$ cat config.mk
export PLATFORM = sky130hd
export DESIGN_NAME = mem_arbiter
export DESIGN_NICKNAME = d
export VERILOG_FILES = /design/src/rtl/mem_arbiter_pkg.sv /design/src/rtl/mem_arbiter_lane.sv /design/src/rtl/mem_arbiter.sv
export SDC_FILE = /design/constraint.sdc
export NUM_CORES = 1
export LEC_CHECK = 0
export CAP_MARGIN = 25
export CORE_MARGIN = 2
export CORE_UTILIZATION = 25
export DETAILED_ROUTE_END_ITERATION = 12
export PLACE_DENSITY = 0.58
export SLEW_MARGIN = 15
export SYNTH_ARGS = -nofsm -noshare
export SYNTH_HDL_FRONTEND = slang
export SYNTH_SLANG_ARGS = --single-unit
$ cat constraint.sdc
create_clock -name clk -period 3.5 [get_ports clk]
set_input_delay 0.7 -clock clk [delete_from_list [all_inputs] [get_ports clk]]
set_output_delay 0.7 -clock clk [all_outputs]
set_load 0.01 [all_outputs]
$ cat src/rtl/mem_arbiter_pkg.sv
// Shared definitions for the instruction-fetch / load-store memory arbiter:
// FSM state encoding, owner codes, access size codes and byte-count decode.
package mem_arbiter_pkg;

  typedef enum logic [2:0] {
    ST_IDLE   = 3'd0,
    ST_IF_RD  = 3'd1,
    ST_MEM_RD = 3'd2,
    ST_MEM_WR = 3'd3,
    ST_DONE   = 3'd4
  } state_t;

  localparam logic [1:0] OWNER_IDLE = 2'b00;
  localparam logic [1:0] OWNER_IF   = 2'b01;
  localparam logic [1:0] OWNER_MEM  = 2'b10;

  localparam logic [1:0] SIZE_BYTE  = 2'b00;
  localparam logic [1:0] SIZE_HALF  = 2'b01;
  localparam logic [1:0] SIZE_WORD  = 2'b10;

  // An instruction fetch always moves one full 32-bit word.
  localparam logic [2:0] IF_BYTES   = 3'd4;

  // Number of bytes moved for a load/store size code; 2'b11 is also a word.
  function automatic logic [2:0] byte_count(input logic [1:0] len);
    logic [2:0] n;
    case (len)
      SIZE_BYTE: n = 3'd1;
      SIZE_HALF: n = 3'd2;
      SIZE_WORD: n = 3'd4;
      default:   n = 3'd4;
    endcase
    return n;
  endfunction

endpackage

$ cat src/rtl/mem_arbiter_lane.sv
// Byte-lane helper for the memory arbiter: inserts a received RAM byte into
// the word being assembled, and extracts the next store byte from a word.
module mem_arb_lane
  import mem_arbiter_pkg::*;
(
  input  logic [31:0] word_in,
  input  logic [7:0]  ins_byte,
  input  logic [1:0]  ins_idx,
  output logic [31:0] word_out,
  input  logic [31:0] ext_word,
  input  logic [1:0]  ext_idx,
  output logic [7:0]  ext_byte
);

  // Little-endian insert: byte k lands in bits [8k+7:8k], other lanes kept.
  always_comb begin
    word_out = word_in;
    word_out[{ins_idx, 3'b000} +: 8] = ins_byte;
  end

  // Little-endian extract: store bytes leave from the low end first.
  always_comb begin
    ext_byte = ext_word[{ext_idx, 3'b000} +: 8];
  end

endmodule

$ cat src/rtl/mem_arbiter.sv
// Arbiter sharing one byte-wide RAM between an instruction-fetch client and a
// load/store client. Load/store wins ties; transfers run one byte per cycle.
// Optional build macro MEM_ARB_IF_ABORT_EN lets a load/store request abort a
// fetch that has not yet issued its last address; the fetch is then redone.
module mem_arbiter
  import mem_arbiter_pkg::*;
#(
  parameter int ADDR_W = 32
) (
  input  logic              clk,
  input  logic              rst,
  input  logic              if_req_i,
  input  logic [ADDR_W-1:0] if_addr_i,
  input  logic              if_flush_i,
  output logic              if_done_o,
  output logic [31:0]       if_data_o,
  input  logic              mem_req_i,
  input  logic              mem_we_i,
  input  logic [ADDR_W-1:0] mem_addr_i,
  input  logic [1:0]        mem_len_i,
  input  logic [31:0]       mem_wdata_i,
  output logic              mem_done_o,
  output logic [31:0]       mem_rdata_o,
  output logic [ADDR_W-1:0] ram_a_o,
  output logic [7:0]        ram_dout_o,
  output logic              ram_wr_o,
  input  logic [7:0]        ram_din_i,
  output logic              stall_req_o,
  output logic [1:0]        owner_o
);

  state_t      state_q;
  state_t      state_d;
  logic [2:0]  cnt_q;
  logic [2:0]  n_q;
  logic [2:0]  cnt_last;
  logic [1:0]  owner_q;
  logic [31:0] asm_q;
  logic [31:0] wdata_q;
  logic        if_done_q;

  logic        start_if;
  logic        start_mem;
  logic        advance;
  logic        capture;
  logic        finish;
  logic        in_xfer;

  logic [31:0] lane_word;
  logic [7:0]  lane_byte;
  logic [1:0]  ins_idx;
  logic [1:0]  ext_idx;

  assign cnt_last = n_q - 3'd1;
  assign in_xfer  = (state_q == ST_IF_RD) || (state_q == ST_MEM_RD) ||
                    (state_q == ST_MEM_WR);

  // The byte on ram_din_i belongs to the address issued one cycle earlier,
  // so reads capture lane cnt-1; writes prepare lane cnt+1 for the next cycle.
  assign ins_idx = cnt_q[1:0] - 2'd1;
  assign ext_idx = cnt_q[1:0] + 2'd1;

  mem_arb_lane u_lane (
    .word_in  (asm_q),
    .ins_byte (ram_din_i),
    .ins_idx  (ins_idx),
    .word_out (lane_word),
    .ext_word (wdata_q),
    .ext_idx  (ext_idx),
    .ext_byte (lane_byte)
  );

  // A flush in the fetch completion cycle cancels the strobe combinationally.
  assign if_done_o   = if_done_q & ~if_flush_i;
  assign stall_req_o = mem_req_i & ~mem_done_o;

  // Owner follows the state; the completion cycle reports whoever finished.
  always_comb begin
    owner_o = OWNER_IDLE;
    case (state_q)
      ST_IF_RD:  owner_o = OWNER_IF;
      ST_MEM_RD: owner_o = OWNER_MEM;
      ST_MEM_WR: owner_o = OWNER_MEM;
      ST_DONE:   owner_o = owner_q;
      default:   owner_o = OWNER_IDLE;
    endcase
  end

  // State register; reset abandons any transfer in flight.
  always_ff @(posedge clk) begin
    if (rst) state_q <= ST_IDLE;
    else     state_q <= state_d;
  end

  // Next-state decode plus the per-cycle datapath controls.
  always_comb begin
    state_d   = state_q;
    start_if  = 1'b0;
    start_mem = 1'b0;
    advance   = 1'b0;
    capture   = 1'b0;
    finish    = 1'b0;
    case (state_q)
      ST_IDLE: begin
        if (mem_req_i) begin
          start_mem = 1'b1;
          state_d   = mem_we_i ? ST_MEM_WR : ST_MEM_RD;
        end else if (if_req_i) begin
          start_if = 1'b1;
          state_d  = ST_IF_RD;
        end
      end
      ST_IF_RD: begin
        capture = (cnt_q != 3'd0);
        if (if_flush_i) begin
          state_d = ST_IDLE;
        end
`ifdef MEM_ARB_IF_ABORT_EN
        else if (mem_req_i && (cnt_q < cnt_last)) begin
          start_mem = 1'b1;
          state_d   = mem_we_i ? ST_MEM_WR : ST_MEM_RD;
        end
`endif
        else if (cnt_q == n_q) begin
          finish  = 1'b1;
          state_d = ST_DONE;
        end else begin
          advance = (cnt_q < cnt_last);
        end
      end
      ST_MEM_RD: begin
        capture = (cnt_q != 3'd0);
        if (cnt_q == n_q) begin
          finish  = 1'b1;
          state_d = ST_DONE;
        end else begin
          advance = (cnt_q < cnt_last);
        end
      end
      ST_MEM_WR: begin
        if (cnt_q == cnt_last) begin
          finish  = 1'b1;
          state_d = ST_DONE;
        end else begin
          advance = 1'b1;
        end
      end
      ST_DONE: begin
        state_d = ST_IDLE;
      end
      default: begin
        state_d = ST_IDLE;
      end
    endcase
  end

  // Datapath: address walk, byte counter, read assembly, write bytes, strobes.
  always_ff @(posedge clk) begin
    if (rst) begin
      cnt_q       <= '0;
      n_q         <= '0;
      owner_q     <= OWNER_IDLE;
      asm_q       <= '0;
      wdata_q     <= '0;
      if_done_q   <= 1'b0;
      mem_done_o  <= 1'b0;
      if_data_o   <= '0;
      mem_rdata_o <= '0;
      ram_a_o     <= '0;
      ram_dout_o  <= '0;
      ram_wr_o    <= 1'b0;
    end else begin
      if_done_q  <= 1'b0;
      mem_done_o <= 1'b0;
      ram_wr_o   <= 1'b0;
      if (start_mem) begin
        owner_q <= OWNER_MEM;
        ram_a_o <= mem_addr_i;
        n_q     <= byte_count(mem_len_i);
        cnt_q   <= '0;
        asm_q   <= '0;
        wdata_q <= mem_wdata_i;
        if (mem_we_i) begin
          ram_wr_o   <= 1'b1;
          ram_dout_o <= mem_wdata_i[7:0];
        end
      end else if (start_if) begin
        owner_q <= OWNER_IF;
        ram_a_o <= if_addr_i;
        n_q     <= IF_BYTES;
        cnt_q   <= '0;
        asm_q   <= '0;
      end else if (in_xfer) begin
        cnt_q <= cnt_q + 3'd1;
        if (capture) asm_q <= lane_word;
        if (advance) begin
          ram_a_o <= ram_a_o + ADDR_W'(1);
          if (state_q == ST_MEM_WR) begin
            ram_wr_o   <= 1'b1;
            ram_dout_o <= lane_byte;
          end
        end
        if (finish) begin
          case (state_q)
            ST_IF_RD: begin
              if_data_o <= lane_word;
              if_done_q <= 1'b1;
            end
            ST_MEM_RD: begin
              mem_rdata_o <= lane_word;
              mem_done_o  <= 1'b1;
            end
            default: begin
              mem_done_o <= 1'b1;
            end
          endcase
        end
      end
      if (state_d == ST_IDLE) cnt_q <= '0;
    end
  end

endmodule
## Word level (Yosys, flattened, before mapping)

Cells that the tools add are included.

- Input port bits: 112
- Register bits after elaboration: 182
- Output and inout bits: 110
- Logic and storage cells: 110

- Muxes and demuxes: 46
- Eq/ne operators: 9
- Reduce and logical (&&, ||, !) cells: 23
- Bitwise gates (word level): 8
- Magnitude comparators: 1
- $add $sub $neg: 6
- Shift operators: 3

Operators by type and width:

| operator | number |
|---|---|
| $mux 32 | 4 |
| $mux 8 | 6 |
| $add 32x1->32 const B | 1 |
| $bwmux 32 | 1 |
| $shift 8x7->32 const A | 1 |
| $shiftx 32x6->8 | 1 |
| $shiftx 8x7->32 | 1 |
| $mux 1 | 21 |
| $mux 3 | 7 |
| $reduce_and 5->1 | 3 |
| $pmux 3 s4 | 1 |
| $reduce_bool 3->1 | 3 |
| $reduce_bool 2->1 | 4 |
| $neg 5->7 | 1 |
| $eq 3x2->1 const B | 2 |
| $eq 3x3->1 | 2 |
| $logic_not 3->1 | 2 |
| $not 1->1 | 6 |
| $pmux 1 s3 | 2 |
| $pmux 2 s3 | 1 |
| $pmux 3 s2 | 1 |
| $reduce_or 2->1 | 3 |
| $reduce_or 5->1 | 1 |
| $mux 2 | 2 |
| other kinds (16) | 19 |

## Longest topological paths before layout

Gate-level depths: netlist of run 1.

- Depth after elaboration: 9
- Gate-level depth with buffers: 11
- Mapped depth without buffers: 10

## Cells and area by module

From an unflattened synthesis of run 1, not the netlist that was laid out.

- Cell total of the unflattened synthesis: 1098
- Area, all modules: 8506.9 um^2

By module, submodules not included:

| module | times used | area an instance (um^2) | cells each | sequential area each (um^2) |
|---|---|---|---|---|
| mem_arbiter | 1 | 7787.5 | 1018 | 3643.5 |
| mem_arb_lane | 1 | 719.4 | 80 | 0.0 |

## Worst setup path after synthesis of run 1

No wires, ideal clock.

- Path type: register to register
- Start: reg cnt_q[0]
- End: reg mem_rdata_o[24]
- Cell stages (with the launch flop): 9
- Arrival: 2.326 ns
- Required time: 3.414 ns
- Library setup time: 0.086 ns
- Buffers on the path: 2
- Setup slack: 1.088 ns
- Clock period less this slack: 2.412 ns
- Cell sequence: dfxtp_1 buf_2 inv_1 ha_1 or3_1 nor3_2 buf_2 nor2_1 a211oi_1

- Longest elaborated chain between the ends: 5
- Elaborated cells between the ends (all ways): 12
- Those cells by class: 2 x add/sub; 2 x eq/ne; 2 x shift; 5 x mux; 1 x reduce/logical

RTL lines:

| what | RTL line | RTL |
|---|---|---|
| start: declaration | mem_arbiter.sv:34 | `logic [2:0] cnt_q;` |
| start signal: assignment | mem_arbiter.sv:194 | `cnt_q <= cnt_q + 3'd1;` |
| branches (longest 5 deep; another with $neg 5->7) | - |  |
| end signal: assignment | mem_arbiter.sv:210 | `mem_rdata_o <= lane_word;` |
| end: declaration | mem_arbiter.sv:23 | `output logic [31:0] mem_rdata_o,` |

Several ways; the timed one is not identified.
A chain may end at the register's enable or synchronous reset.

## Worst setup path after layout of run 1

- Start: reg state_q[2]
- End: out owner_o[0]

- Longest elaborated chain between the ends: 3
- Elaborated cells between the ends (all ways): 6
- Those cells by class: 4 x eq/ne; 1 x mux; 1 x reduce/logical

RTL lines:

| what | RTL line | RTL |
|---|---|---|
| start: declaration | mem_arbiter.sv:32 | `state_t state_q;` |
| start signal: assignment | mem_arbiter.sv:92 | `else state_q <= state_d;` |
| $eq 3x2->1 | mem_arbiter.sv:80 | `case (state_q)` |
| $reduce_or 2->1 (no line) | - |  |
| $pmux 2 s3 * | mem_arbiter.sv:80 |  |
| end: declaration | mem_arbiter.sv:29 | `output logic [1:0] owner_o` |

Every way passes the cells marked *; elsewhere a longest branch is shown, timed or not.

==> metrics.txt, run 1 <==
status=completed; CTS tree=done; H-tree depth=4; largest net degree at the start of global routing=148; Yosys Warn Count=0; most area-consuming cells after synthesis=dfxtp_1 (44%), a211oi_1 (11%), nor2_1 (7.4%), a21oi_1 (5.0%), nand2_1 (4.4%); Synth cell types=54; top-count cell post-synth=dfxtp_1; Seq/Total Area, Yosys=0.436; Leak=3.88 nW; CTS max path bufs=2; Least-Margin Pin Slew=0.972 ns; Setup CP Type=flip-flop to output pin; Port Buffer Count=221; Post-synth EDFFs=0; initial antenna violation count=2; Post-Route Skew=0.0153 ns; ys async rst share=0; Non-Filler Instances=1638; Hold Path Origin=wdata_q[3]; Slew HR=0.347; RR Startpoint=cnt_q[0]; CTS Sinks=182; share of layout cells above drive strength 1=0.0619; first-pass GRT wire length=43200 microns; XOR/XNOR Fraction of Synth Area=0.0283; DPL Wire Length=19800 microns; num rows=66; Syn Nets=1127; DRC=0; Critical Path AT=2.15 ns; clk root buf=clkbuf_16; Vias=7910; n_diodes=0; Final Hold Viols=0; setup total negative slack=0 ns; WL per Instance=17.0 microns; Synth Area in Adders=0.0165; ys flop type=dfxtp_1; Hold Crit Class=flip-flop to flip-flop; unrepaired setup endpoints after global routing=false; met3 track demand over resource=0.0355; synthesized area per cell=8.32 sq um; drt first pass iters=5; # Post-CTS Setup Buffers=0; Starting Density=0.255; clk slew on worst S/H paths=0.08 ns; worst path required time=2.80 ns; Post-Syn Area=8350 sq um; vias in the first global route=7553; most used routing layer=met2; Tcrit/Tclk final=0.813; Fin Hold WS=0.456 ns; largest area contributor in the netlist=dfxtp_1; CTS buffer count=17; filler cell count=3379; Startpoint Class=flip-flop; Max-Cap Viols=0; GR Util met2=0.262; commonest cells in the netlist=dfxtp_1 (182), nor2_1 (165), a211oi_1 (123); main combinational cell family by area after synthesis=compound AO/OA/AOI/OAI gates; VDD IR max=0.291 mV; Util after Layout=0.355; Syn Inst Count=1004; grt met1 use=0.197; GRT Total Usage=0.155; DRT antenna net count=0; core box area=32700 sq um; Die X=187 microns; Routed WL=27800 microns; Period minus WS final=2.85 ns; Final Setup Violations=0; Critical Path End Type=output pin; post-synthesis compound-gate area fraction=0.229; vias per inst=4.83; worst skew pair latency=0.44 ns; post-synth top area share=0.436; final slew viol count=0; die area=34900 sq um; CTS resizes=0; maximum clock frequency=351 MHz; # IOs=222; Seq cells post-synth=182; CP Launch Point=state_q[2]; hold_buf cts=0; GRT overflow=0; placed insts=1606; Power Density=537 nW/um^2; mux cell area share after synthesis=0.0228; nets@finish=1306; Die Span Y=187 microns; CP max FO=17; area growth from synthesis to layout=39.1%; Simple-Gate Fraction of Synth Area=0.223; DRT iter0 DRCs=511; routability cong.=0.814
## final cells by class
cell class | instances | area [sq um] | share of cell area
Timing Repair Buffer | 241 | 2400 | 0.206
Multi-Input combinational cell | 734 | 4380 | 0.377
Clock buffer | 17 | 425 | 0.0366
Sequential cell | 182 | 3640 | 0.314
Tap cell | 442 | 553 | 0.0476
Inverter | 7 | 26.3 | 0.00226
Clock inverter | 15 | 198 | 0.0170
## metrics by stage
stage	setup slack [ns]	total power [mW]	instance area (sq um)
3_3_place_gp	0.595	4.28	11000
4_1_cts	0.566	6.31	11600
2_1_floorplan	1.09	3.49	8350
3_5_place_dp	0.580	4.30	11000
5_1_grt	0.434	6.58	11600
6_report	0.654	6.24	11600
## final timing paths
path	to	cells past startpoint	slack, ns
setup reg to reg	ram_a_o[16]	7	0.87
hold / removal	wdata_q[3]	2	0.46
hold reg to reg	wdata_q[3]	2	0.46
setup / recovery	owner_o[0]	3	0.65
## power by group
| part | internal, mW | switching [mW] |
|---|---|---|
| Sequential | 2.30 | 0.251 |
| Combinational | 0.818 | 0.881 |
| Clock | 0.987 | 1.01 |
| Total | 4.10 | 2.14 |
## registers in the layout, indices dropped and copies added (netlist names)
name and flops:
ram_dout_o 8, mem_rdata_o 32, if_done_q 1, ram_a_o 32
if_data_o 32, state_q 3, owner_q 2, asm_q 32
n_q 3, cnt_q 3, wdata_q 32, ram_wr_o 1
mem_done_o 1
## cells by family after synthesis
family	Yosys count
multiplexers	9
AO/OA/AOI/OAI	291
buffers and inverters	88
flip-flops	182
AND/OR/NAND/NOR	396
XOR/XNOR	27
adder cells (fa/ha/maj)	11
## cell usage in the layout, fill, tap and decap left out, types with 4 or more instances in the layout
master           count
dfxtp_1            182
nor2_1             165
a211oi_1           123
clkbuf_16           17
nand4_1             16
nor4_1               8
o21ai_0             30
xor2_1              13
clkdlybuf4s50_1    220
and4_1               6
and3_1               4
a21oi_1             84
inv_1                6
and2_1               7
nand3b_1             4
nor3_1              23
nand3_1             15
a22oi_1             14
a311oi_1            11
nor2b_1             28
nand2b_1             4
mux4_2               8
clkinv_8             5
a31oi_1              7
buf_4               18
ha_1                11
xnor2_1             14
nand2_1             97
## layer usage
layer,vias up,share of wire
met5,-,0.00047
met2,176,0.49
met1,3742,0.45
met4,2,0.018
li1,3962,-
met3,28,0.046
## worst max-delay path, cell delays in order (launching register included)
cell and delay (ns):
dfxtp_1 0.75, nand3b_1 0.14, a21oi_1 0.23, clkdlybuf4s50_1 0.60
No activity file was read; power rests on OpenSTA's default activity.
==> run 2: changes to the inputs <==
==> constraint.sdc (replaced) <==
create_clock -name clk -period 2.7 [get_ports clk]
set_input_delay 0.54 -clock clk [delete_from_list [all_inputs] [get_ports clk]]
set_output_delay 0.54 -clock clk [all_outputs]
set_load 0.01 [all_outputs]
==> run 2 against run 1 <==
- clock skew up 0.0028 ns
- critical path depth up 8
- final area up 2.0%
- clock power up 35%
- largest cell class unchanged
- global-route usage about the same
- sequential share of layout area down 0.59 points
- critical endpoint is now ram_a_o[31]
==> metrics.txt, run 2 (synthesis results as in run 1) <==
unrepaired setup endpoints after global routing=false (unchanged); sequential power share=0.397 (was 0.408); Period minus WS final=2.44 ns; Final Setup Violations=0 (unchanged); worst skew pair latency=0.44 ns (about the same); Non-Filler Instances=1657 (was 1638); Util after Layout=0.363 (was 0.355); VDD IR max=0.350 mV (was 0.291 mV); clk root buf=clkbuf_16 (unchanged); die area=34900 sq um (unchanged); drt first pass iters=5 (unchanged); Critical Path AT=2.72 ns (was 2.15 ns); initial antenna violation count=2 (unchanged); filler cell count=3382 (was 3379); Power Density=696 nW/um^2 (was 537 nW/um^2); largest net degree at the start of global routing=148 (unchanged); Fin Hold WS=0.456 ns (about the same); CP Launch Point=n_q[1] (was state_q[2]); Post-Route Skew=0.0181 ns (was 0.0153 ns); Worst R2R Setup Slack=0.26 ns (was 0.87 ns); Vias=7987 (was 7910); share of layout cells above drive strength 1=0.0783 (was 0.0619); DP Area=11200 sq um (was 11000 sq um); CTS resizes=0 (unchanged); Net Sw Frac=0.337 (was 0.343); Starting Density=0.255 (unchanged); Comb power frac=0.279 (was 0.272); DRT antenna net count=0 (unchanged); Least-Margin Pin Slew=0.687 ns (was 0.972 ns); status=completed (unchanged); Max-Cap Viols=0 (unchanged); # Post-CTS Setup Buffers=0 (unchanged); nets@finish=1323 (was 1306); RR Startpoint=n_q[1] (was cnt_q[0]); Hold Crit Class=flip-flop to flip-flop (unchanged); Setup CP Type=flip-flop to flip-flop (was flip-flop to output pin); Clock power frac=0.324 (was 0.320); most common cell after layout, fill and taps aside=clkdlybuf4s50_1 (unchanged); Die Span Y=187 microns (unchanged); Final Total Pwr=8.25 mW (was 6.24 mW); routability cong.=0.811 (was 0.814); DPL Wire Length=19700 microns (was 19800 microns); num rows=66 (unchanged); H-tree depth=4 (unchanged); Port Buffer Count=221 (unchanged); most frequent cells in the layout=clkdlybuf4s50_1 (220), dfxtp_1 (179), nor2_1 (165) (was clkdlybuf4s50_1 (220), dfxtp_1 (182), nor2_1 (165)); Hold Path Origin=wdata_q[22] (was wdata_q[3]); Die X=187 microns (unchanged); worst path cell trace=inv_1, ha_1, xnor2_1, ha_1, a211oi_1, o21ai_0, buf_4, o31a_1, nor3_1, xnor2_1, o22ai_1 (was nand3b_1, a21oi_1, clkdlybuf4s50_1); internal power=5.47 mW (was 4.10 mW); switching power=2.78 mW (was 2.14 mW); Final Hold Viols=0 (unchanged); CP max FO=3 (was 17); CTS max path bufs=2 (unchanged); CTS tree=done (unchanged); Leak=4.00 nW (was 3.88 nW); DRC=0 (unchanged); # IOs=222 (unchanged); GRT overflow=0 (unchanged); CTS buffer count=17 (unchanged); Routed WL=27800 microns (about the same); vias in the first global route=7636 (was 7553); first-pass GRT wire length=43400 microns (was 43200 microns); Post-Place Setup Slack=0.151 ns (was 0.580 ns); critical path's slowest cell=dfxtp_1 (unchanged); post-layout worst setup margin=0.260 ns (was 0.654 ns); final slew viol count=0 (unchanged); vias per inst=4.82 (was 4.83); CTS Sinks=182 (unchanged); setup total negative slack=0 ns (unchanged); hold_buf cts=0 (unchanged); Tcrit/Tclk final=0.904; maximum clock frequency=410 MHz; Critical Path End Type=flip-flop (was output pin); Startpoint Class=flip-flop (unchanged); GRT Total Usage=0.155 (about the same); slowest stage delay, CP=0.37 ns (was 0.75 ns); worst path required time=2.98 ns (was 2.80 ns); WL per Instance=16.8 microns (was 17.0 microns); clk slew on worst S/H paths=0.08 ns (about the same); placed insts=1623 (was 1606); DRT iter0 DRCs=452 (was 511); fin area=11900 sq um (was 11600 sq um); Slew HR=0.542 (was 0.347); area growth from synthesis to layout=41.9% (was 39.1%); core box area=32700 sq um (unchanged)
[run 2: worst max-delay path: cells and delay by family, from the launching register on]
| kind | cells | cell delay [ns] |
|---|---|---|
| simple gates | 1 | 0.29 |
| fa+ha+maj | 2 | 0.36 |
| buf+inv | 2 | 0.22 |
| flops | 1 | 0.37 |
| compound gates | 4 | 0.76 |
| xor+xnor | 2 | 0.29 |
[run 2: cell type report]
cell class	instances	area [sq um]	area share
sequential	182	3650	0.308
timing repair buffer	258	2590	0.218
tap	442	553	0.0466
clock buffer	17	425	0.0359
antenna	2	5.00	0.000422
multi-input combinational	734	4380	0.370
clock inverter	15	229	0.0193
inverter	7	26.3	0.00222
[run 2: final timing paths]
check,endpoint,cells past startpoint
hold reg to reg,wdata_q[22],2
hold / removal,wdata_q[22],2
setup reg to reg,ram_a_o[31],11
setup / recovery,ram_a_o[31],11
[run 2: per-layer routing]
| layer | wire, microns | GRT usage | up-vias |
|---|---|---|---|
| li1 | - | - | 4011 |
| met2 | 13400 | 0.262 | 172 |
| met3 | 1360 | 0.0350 | 26 |
| met1 | 12500 | 0.197 | 3778 |
| met5 | 0 | 0 | - |
| met4 | 510 | 0.0491 | 0 |
[run 2: power groups by stage]
stage	Sequential (mW)	Clock, mW	Combinational (mW)
after floorplan	3.34	0	1.18
after global placement	3.33	0	2.29
after detailed placement	3.33	0	2.31
after CTS	3.27	2.76	2.32
after global routing	3.33	2.86	2.51
final	3.27	2.68	2.30
==> run 3: changes to the inputs <==
--- a/config.mk
+++ b/config.mk
@@ -8,6 +8,7 @@
 export CAP_MARGIN = 25
 export CORE_MARGIN = 2
 export CORE_UTILIZATION = 25
+export CTS_CLUSTER_DIAMETER = 60
 export DETAILED_ROUTE_END_ITERATION = 12
 export PLACE_DENSITY = 0.58
 export SLEW_MARGIN = 15
==> results of run 3 <==
The final DEF is identical to that of run 2; final timing and power are the same.
